File: config.mk
export PLATFORM = sky130hd
export DESIGN_NAME = instr_mem_loader_flat
export DESIGN_NICKNAME = d
export VERILOG_FILES = /design/src/rtl/instr_mem_loader_if.sv /design/src/rtl/instr_mem_loader.sv /design/src/flat_wrapper.sv
export SDC_FILE = /design/constraint.sdc
export NUM_CORES = 1
export LEC_CHECK = 0
export CAP_MARGIN = 5
export CORE_UTILIZATION = 37
export DETAILED_ROUTE_END_ITERATION = 10
export SYNTH_ARGS = -nofsm -noshare
export SYNTH_HDL_FRONTEND = slang
export SYNTH_SLANG_ARGS = --single-unit
File: constraint.sdc
create_clock -name clk -period 1.9 [get_ports clk]
set_input_delay 0.57 -clock clk [delete_from_list [all_inputs] [get_ports clk]]
set_output_delay 0.57 -clock clk [all_outputs]
set_load 0.01 [all_outputs]
File: src/rtl/instr_mem_loader_if.sv
// instr_mem_loader_if: byte-stream input and instruction-memory write port of the loader
interface instr_mem_loader_if #(parameter int ADDR_W = 6, parameter int DATA_W = 32);
  logic              start;
  logic [ADDR_W:0]   num_words;
  logic [7:0]        byte_in;
  logic              byte_valid;
  logic              byte_ready;
  logic              mem_we;
  logic [ADDR_W-1:0] mem_addr;
  logic [DATA_W-1:0] mem_wdata;
  logic              busy;
  logic              cpu_hold;
  logic              done;
  modport master (output start, num_words, byte_in, byte_valid,
                  input  byte_ready, mem_we, mem_addr, mem_wdata, busy, cpu_hold, done);
  modport slave  (input  start, num_words, byte_in, byte_valid,
                  output byte_ready, mem_we, mem_addr, mem_wdata, busy, cpu_hold, done);
endinterface

File: src/rtl/instr_mem_loader.sv
// instr_mem_loader: packs a big-endian byte stream into words and writes them to instruction memory from address 0
module instr_mem_loader #(parameter int ADDR_W = 6, parameter int DATA_W = 32) (
  input logic clk,
  input logic reset,
  instr_mem_loader_if.slave b
);
  localparam int BYTES = DATA_W / 8;
  localparam int BC_W = (BYTES > 1) ? $clog2(BYTES) : 1;
  localparam logic [ADDR_W:0] MAXW = {1'b1, {ADDR_W{1'b0}}};
  localparam logic [ADDR_W:0] ONE = 1;
  typedef enum logic [1:0] {IDLE, RECV, WRITE, DONE} state_t;
  state_t state, next;
  logic [ADDR_W:0] cnt;
  logic [ADDR_W-1:0] addr, waddr;
  logic [BC_W-1:0] bcnt;
  logic [DATA_W-1:0] word, wdata, shifted;
  logic take, last_byte, last_word;
  assign take = (state == RECV) && b.byte_valid;
  assign last_byte = bcnt == BC_W'(BYTES - 1);
  assign last_word = ({1'b0, addr} + ONE) == cnt;
  assign shifted = DATA_W'({word, b.byte_in});
  assign b.byte_ready = state == RECV;
  assign b.mem_we = state == WRITE;
  assign b.busy = state != IDLE;
  assign b.cpu_hold = state != IDLE;
  assign b.done = state == DONE;
  assign b.mem_addr = waddr;
  assign b.mem_wdata = wdata;
  always_comb begin
    next = state;
    case (state)
      IDLE:  next = b.start ? ((b.num_words == '0) ? DONE : RECV) : IDLE;
      RECV:  next = (take && last_byte) ? WRITE : RECV;
      WRITE: next = last_word ? DONE : RECV;
      DONE:  next = IDLE;
    endcase
  end
  // write port registers are loaded with the completed word so they hold between writes
  always_ff @(posedge clk) begin
    if (!reset) begin
      state <= IDLE;
      cnt <= '0;
      addr <= '0;
      bcnt <= '0;
      word <= '0;
      waddr <= '0;
      wdata <= '0;
    end else begin
      state <= next;
      if (state == IDLE && b.start) begin
        cnt <= (b.num_words > MAXW) ? MAXW : b.num_words;
        addr <= '0;
        bcnt <= '0;
      end
      if (take) begin
        word <= shifted;
        bcnt <= last_byte ? '0 : bcnt + BC_W'(1);
        if (last_byte) begin
          waddr <= addr;
          wdata <= shifted;
        end
      end
      if (state == WRITE && !last_word) begin
        addr <= addr + ADDR_W'(1);
        bcnt <= '0;
      end
    end
  end
endmodule
File: src/flat_wrapper.sv
// flat-port wrapper written by rule: the top's interface ports become plain ports
module instr_mem_loader_flat 
#(parameter int ADDR_W = 6, parameter int DATA_W = 32)
  (clk, reset, b_start, b_num_words, b_byte_in, b_byte_valid, b_byte_ready, b_mem_we, b_mem_addr, b_mem_wdata, b_busy, b_cpu_hold, b_done);
  instr_mem_loader_if #(.ADDR_W(ADDR_W), .DATA_W(DATA_W)) b_i ();
  input logic clk;
  input logic reset;
  input wire logic [$bits(b_i.start)-1:0] b_start;
  input wire logic [$bits(b_i.num_words)-1:0] b_num_words;
  input wire logic [$bits(b_i.byte_in)-1:0] b_byte_in;
  input wire logic [$bits(b_i.byte_valid)-1:0] b_byte_valid;
  output wire logic [$bits(b_i.byte_ready)-1:0] b_byte_ready;
  output wire logic [$bits(b_i.mem_we)-1:0] b_mem_we;
  output wire logic [$bits(b_i.mem_addr)-1:0] b_mem_addr;
  output wire logic [$bits(b_i.mem_wdata)-1:0] b_mem_wdata;
  output wire logic [$bits(b_i.busy)-1:0] b_busy;
  output wire logic [$bits(b_i.cpu_hold)-1:0] b_cpu_hold;
  output wire logic [$bits(b_i.done)-1:0] b_done;
  assign b_i.start = b_start;
  assign b_i.num_words = b_num_words;
  assign b_i.byte_in = b_byte_in;
  assign b_i.byte_valid = b_byte_valid;
  assign b_byte_ready = b_i.byte_ready;
  assign b_mem_we = b_i.mem_we;
  assign b_mem_addr = b_i.mem_addr;
  assign b_mem_wdata = b_i.mem_wdata;
  assign b_busy = b_i.busy;
  assign b_cpu_hold = b_i.cpu_hold;
  assign b_done = b_i.done;
  instr_mem_loader #(.ADDR_W(ADDR_W), .DATA_W(DATA_W)) u_core (.clk(clk), .reset(reset), .b(b_i));
endmodule
==> results of run 1 <==
==> metrics by stage <==
step / hold slack, ns / TNS, ns
after detailed placement: 0.455 / -0.758
final: 0.459 / -0.631
after global routing: 0.482 / -1.17
after floorplan: 0.441 / 0
after global placement: 0.450 / -0.399
after CTS: 0.467 / -0.740
==> critical path, delay by kind of cell, from the launching register on <==
kind / cells / cell delay [ns]
AO/OA/AOI/OAI: 5 / 1.28
adder cells (fa/ha/maj): 1 / 0.17
flip-flops: 1 / 0.34
AND/OR/NAND/NOR: 1 / 0.15
==> power by group <==
group / switching, mW / internal (mW)
Clock: 0.657 / 0.528
Combinational: 0.215 / 0.205
Sequential: 0.0320 / 1.69
Total: 0.904 / 2.42
==> synth_stat cells (2+ instances only) <==
library cell and number:
buf_2 3, nor3b_1 8, o21ai_1 5, xor2_1 3
nor2b_1 12, nor2_1 4, ha_1 2, nand2_1 138
a21oi_1 9, and2_1 2, nand3_1 4, buf_1 2
nand4_1 2, xnor2_1 4, buf_4 2, a21boi_0 63
nand3b_1 2, clkbuf_1 20, inv_1 4, dfxtp_1 79
o21ai_0 3
==> state kept, by name (all words and copies together), names as in the netlist <==
register	count
u_core.cnt	7
u_core.word	24
u_core.state	2
u_core.bcnt	2
u_core.b.mem_addr	6
u_core.addr	6
u_core.b.mem_wdata	32
==> layer usage <==
layer / global-route usage, % / routed length, um / up-vias
met5: 0 / 0 / -
met4: 7.46 / 112 / 0
met3: 3.18 / 303 / 9
met2: 25.7 / 3300 / 52
met1: 21.3 / 3720 / 1267
li1: - / - / 1453
==> cell type report <==
type	instances	area (sq um)
clock buffers	10	138
clock inverters	6	52.6
fillers	854	4230
inverters	4	15.0
multi-input cells	283	1660
flip-flops and latches	79	1590
well taps	108	135
repair buffers	89	860
==> cell families after synthesis <==
group	after synthesis	synth area share, %
AND/OR/NAND/NOR	181	24.1
flip-flops	79	47.7
adder cells (fa/ha/maj)	2	0.755
XOR/XNOR	7	1.85
AO/OA/AOI/OAI	92	21.4
buffers and inverters	32	4.19
==> final timing paths <==
kind | start | end | slack (ns)
worst max-delay path | u_core.addr[1] | u_core.addr[5] | -0.12
worst min-delay path | u_core.word[21] | u_core.b.mem_wdata[29] | 0.46
worst max register to register | u_core.addr[1] | u_core.addr[5] | -0.12
worst min register to register | u_core.word[21] | u_core.b.mem_wdata[29] | 0.46
==> timing repair <==
| action | CTS | global route |
|---|---|---|
| pin swaps | 1 | 4 |
| endpoints found under the setup margin | 13 | 9 |
| gates resized for setup | 7 | 9 |
| gates cloned | 0 | 1 |
| setup buffers | 0 | 2 |
==> impl_metrics.yaml, run 1 <==
run_status:
  status: "finished with violations"
  failed_checks: "negative setup slack"
clocking:
  cts-buffers-inserted: 9
  clock-sinks: 79
  clock_path_buffers: 2
  cts_root_buf: "clkbuf_8"
  clk_transition_reported_paths_ns: 0.09
  hold_buffer_count_at_cts: 0
  cts_htree_levels: 3
  clock_insertion_delay_worst_skew_ns: 0.35
  tritoncts: "done"
finish:
  net_count_reported_at_finish: 487
  finalInstanceArea_sq_um: 4450
  mostFrequentLayoutCell: "nand2_1"
  diodes: 0
  areaGrowthSynthToFinish_pct: 34.4
  utilization_pct: 51.3
  share_of_layout_cells_above_drive_strength_1_pct: 13.6
  layout_common_cells: "nand2_1 (138), dfxtp_1 (75), a21boi_0 (63), clkdlybuf4s50_1 (55), buf_4 (24)"
  finish.cell_count_without_fillers: 579
synthesis:
  synth_instances: 393
  mappedNetlistArea_sq_um: 3310
  synth.yosys.seq_area_share_pct: 47.7
  syn-num-nets: 414
  synth_top_area_share_pct: 47.7
  postSynthAreaPerCell_sq_um: 8.43
  synth_top_flop_cell: "dfxtp_1"
  synth_edf_count: 0
  count_of_distinct_cell_types_in_the_synthesized_netlist: 43
  yosys_warnings: 0
  synthTopCellsByArea: "dfxtp_1 (48%), nand2_1 (16%), a21boi_0 (14%), clkbuf_1 (2.3%), nor2b_1 (2.3%)"
  async_flop_share_pct: 0
  synthesis_stage_register_bit_count: 79
  yosysTopAreaCell: "dfxtp_1"
sta:
  timing.max_slew.rel_slack_pct: 69.4
  achievable-frequency_ghz: 0.495
  period_minus_slack_ns: 2.02
  worst_clock_skew_ns: 0.0165
  hold_violations: 0
  worst_pin_slew_ns: 0.460
  finalCritPeriodShare_pct: 106
  finalWorstSetupSlack_ns: -0.119
  drv_slew: 0
  finalSetupViolCount: 8
  rsz0062_at_grt: "true"
placement:
  port-buffer-count: 61
  globalplace.congestion: 0.836
  placedInstanceArea_sq_um: 4200
  dp_hpwl_um: 5180
  placement.setup.worst_slack_ns: -0.116
  placed_cells: 560
floorplanning:
  core_sq_um: 8680
  initial_core_util_pct: 38.2
  die_y_um: 96.6
  design.die.area_sq_um: 9340
  fp-row-count: 34
  chipWidth_um: 96.6
  floorplan.io_pins: 62
worst_setup_path:
  setup.worst_path.end_class: "flop"
  rr_worst_depth: 7
  worst-endpoint-required_ns: 2.17
  cp_max_fo: 5
  worst_setup_path_start_kind: "flop"
  max_stage_delay_ns: 0.48
  slowest_stage: "a2111oi_4"
  critPathKind: "reg2reg"
  crit_arrival_ns: 2.29
  critical_path.cell_chain: "ha_4 > and3_4 > a31o_4 > a2111oi_4 > a311oi_4 > a21o_4 > o21ai_2"
detailed_routing:
  routed-via-count: 2781
  drt_pre_antenna_iters: 5
  drt-initial-drc-count: 70
  final_wirelength_um: 7440
  post_drt_via_cell_ratio: 4.80
  post-route-drc-count: 0
  routed_wire_length_per_instance_um: 12.8
  drt.antenna.violating_nets: 0
global_route:
  grt_start_max_net_pins: 44
  first_pass_grt_wire_length_um: 12400
  globalRoute.totalOverflow: 0
  initial_antenna_violation_count: 0
  grt_util_all_layers_pct: 16.2
  number_of_global_route_vias_before_repair: 2607
run:
  drv_cap: 0
power_and_ir_drop:
  p_leak_nw: 1.53
  finalPower_mw: 3.33
  worst_vdd_rail_ir_drop_mv: 0.417
  power_density_nw_per_um2: 747
min_path:
  min_path_cells: 2
  min_path_type: "reg2reg"
(Power assumes the default switching activity.)
==> run 2: changes to the inputs <==
CTS_BUF_LIST = sky130_fd_sc_hd__clkbuf_2 sky130_fd_sc_hd__clkbuf_4 sky130_fd_sc_hd__clkbuf_8   (was not set)
==> results of run 2 <==
The final DEF is identical to that of run 1; final timing and power are the same.
==> run 3: changes to the inputs <==
ABC_AREA = 1   (was not set)
==> impl_metrics.yaml, run 3 <==
synthesis:
  most_numerous_cell_in_the_yosys_netlist: "nand2_1"
  synth_top_area_share_pct: 50.5
  syn-num-nets: 442
  postSynthAreaPerCell_sq_um: 7.44
  synthTopCellsByArea: "dfxtp_1 (50%), nand2_1 (15%), a21oi_1 (12%), nand3_1 (10%), clkbuf_1 (2.2%)"
  synth_instances: 421
  synth.yosys.seq_area_share_pct: 50.5
  yosys_warnings: 0
  mappedNetlistArea_sq_um: 3130
  synth_edf_count: 0
  async_flop_share_pct: 0
  synthesis_stage_register_bit_count: 79
  synth_top_flop_cell: "dfxtp_1"
  count_of_distinct_cell_types_in_the_synthesized_netlist: 22
  yosysTopAreaCell: "dfxtp_1"
  netlist_top_cells_count: "nand2_1 (128), dfxtp_1 (79), a21oi_1 (78)"
finish:
  finalInstanceArea_sq_um: 4140
  largest_register_ffs: 32
  net_count_reported_at_finish: 506
  utilization_pct: 50.4
  mostFrequentLayoutCell: "nand2_1"
  fillerInstances: 806
  areaGrowthSynthToFinish_pct: 32.3
  share_of_layout_cells_above_drive_strength_1_pct: 10.0
  layout_common_cells: "nand2_1 (128), a21oi_1 (78), dfxtp_1 (78), nand3_1 (63), clkdlybuf4s50_1 (56)"
  diodes: 0
worst_setup_path:
  critPathKind: "reg2out"
  slowest_stage: "clkdlybuf4s50_1"
  critical_path_buffers_and_inverters: 1
  rr_worst_depth: 12
  setup.worst_path.end_class: "output port"
  crit_arrival_ns: 1.27
  worstSetupEndpoint: "b_mem_wdata[0]"
  worst_r2r_endpoint: "u_core.addr[4]"
  worst_setup_path_start_kind: "flop"
  rr_startpoint: "u_core.addr[0]"
  cell_class_contributing_the_biggest_share_of_worst_path_delay: "buffers and inverters"
  launch_point_of_the_worst_path: "u_core.b.mem_wdata[0]"
  path_depth: 1
  critical_path.cell_chain: "clkdlybuf4s50_1"
  reg2reg_slack_ns: 0.15
  max_stage_delay_ns: 0.55
  cp_max_fo: 2
  worst-endpoint-required_ns: 1.33
detailed_routing:
  post-route-drc-count: 0
  routed_wire_length_per_instance_um: 13.0
  drt.antenna.violating_nets: 0
  drt_pre_antenna_iters: 4
  final_wirelength_um: 7750
  drt-initial-drc-count: 189
  routed-via-count: 2928
  post_drt_via_cell_ratio: 4.92
floorplanning:
  design.die.area_sq_um: 8840
  chipWidth_um: 94
  initial_core_util_pct: 38.1
  die_y_um: 94
  core_sq_um: 8220
  floorplan.io_pins: 62
  fp-row-count: 33
placement:
  dp_hpwl_um: 5350
  placement.setup.worst_slack_ns: 0.00316
  globalplace.congestion: 0.845
  placedInstanceArea_sq_um: 3950
  port-buffer-count: 61
sta:
  drv_slew: 0
  finalWorstSetupSlack_ns: 0.0645
  achievable-frequency_ghz: 0.545
  timing.setup.tns_ns: 0
  worst_clock_skew_ns: 0.00784
  hold_violations: 0
  hold_ws_ns: 0.462
  finalSetupViolCount: 0
  period_minus_slack_ns: 1.84
  rsz0062_at_grt: "false"
  worst_pin_slew_ns: 0.335
  finalCritPeriodShare_pct: 96.6
  timing.max_slew.rel_slack_pct: 77.4
clocking:
  clk_transition_reported_paths_ns: 0.09
  clock_insertion_delay_worst_skew_ns: 0.35
  tritoncts: "done"
  cts-buffers-inserted: 9
  cts_root_buf: "clkbuf_8"
  postCtsSetupBuffers: 0
  cts_htree_levels: 3
  clock-sinks: 79
  clock_path_buffers: 2
global_route:
  initial_antenna_violation_count: 0
  globalRoute.totalOverflow: 0
  first_pass_grt_wire_length_um: 13000
  grt_start_max_net_pins: 38
  grt_util_all_layers_pct: 18.8
  number_of_global_route_vias_before_repair: 2725
power_and_ir_drop:
  sw_frac_of_total_pct: 24.3
  pwr-share-comb_pct: 6.9
  share_seq_of_total_power_pct: 53.3
  worst_vdd_rail_ir_drop_mv: 0.523
  power_density_nw_per_um2: 765
  clkPwrFrac_pct: 39.8
  p_leak_nw: 1.47
  netSwitchingPower_mw: 0.772
  power_report.internal_total_mw: 2.40
run:
  drv_cap: 0
run_status:
  status: "complete, no violations"
min_path:
  min_path_type: "reg2reg"
[run 3: cell types whose count changed after synthesis, sizes merged, moves of 6 or more]
cell / delta
a21oi: +69
a21boi: -64
nand3: +59
inv: +16
nor2b: -12
nand2: -8
nor3b: -8
nor2: +6
[run 3: layout make-up]
cell class,count,area [sq um],area share [%]
inverter,20,75.1,1.81
clock inverter,6,68.8,1.66
tap,105,131,3.17
clock buffer,10,131,3.17
multi-input combinational,295,1360,32.8
timing repair buffer,80,797,19.2
sequential,79,1580,38.2
[run 3: cells by family after synthesis]
kind of cell             Yosys count  share of synthesized area, %
adder cells (fa/ha/maj)            2                         0.799
buffers and inverters             47                          6.15
XOR/XNOR                           1                         0.280
AND/OR/NAND/NOR                  208                          28.6
flip-flops                        79                          50.5
AO/OA/AOI/OAI                     84                          13.7
[run 3: metal layers]
metal	part of all wire, %	routed length (um)	global-route usage (%)	vias to the layer above
met1	50	3840	26.5	1328
met4	1.0	78	8.21	0
met2	45	3460	28.2	76
met5	0	0	0	-
met3	4.8	372	2.91	6
li1	-	-	-	1518
[run 3: worst min path at each step]
stage / from / to / slack (ns) / depth (start not counted)
detailed placement: u_core.b.mem_wdata[24] / u_core.b.mem_wdata[24] / 0.45 / 2
CTS: u_core.b.mem_wdata[28] / u_core.b.mem_wdata[28] / 0.47 / 2
floorplan: u_core.word[16] / u_core.word[16] / 0.45 / 2
global route: u_core.b.mem_wdata[24] / u_core.b.mem_wdata[24] / 0.48 / 2
finish: u_core.b.mem_wdata[24] / u_core.b.mem_wdata[24] / 0.46 / 2
global placement: u_core.word[21] / u_core.word[21] / 0.45 / 2
[run 3: metrics by stage]
step / total power [mW] / cells
2_1_floorplan: 1.85 / 421
3_3_place_gp: 1.95 / 579
3_5_place_dp: 1.96 / 579
4_1_cts: 3.20 / 595
5_1_grt: 3.29 / 595
6_report: 3.17 / 595
[run 3: power by group through the flow]
| stage | registers (mW) | logic, mW | clock network (mW) |
|---|---|---|---|
| floorplan | 1.73 | 0.121 | 0 |
| global placement | 1.73 | 0.223 | 0 |
| detailed placement | 1.73 | 0.224 | 0 |
| CTS | 1.69 | 0.221 | 1.28 |
| global route | 1.69 | 0.244 | 1.35 |
| finish | 1.69 | 0.219 | 1.26 |
[run 3: repair_timing]
action	CTS	global route
resized for setup	6	0
hold buffers	0	0
endpoints found under the setup margin	5	0
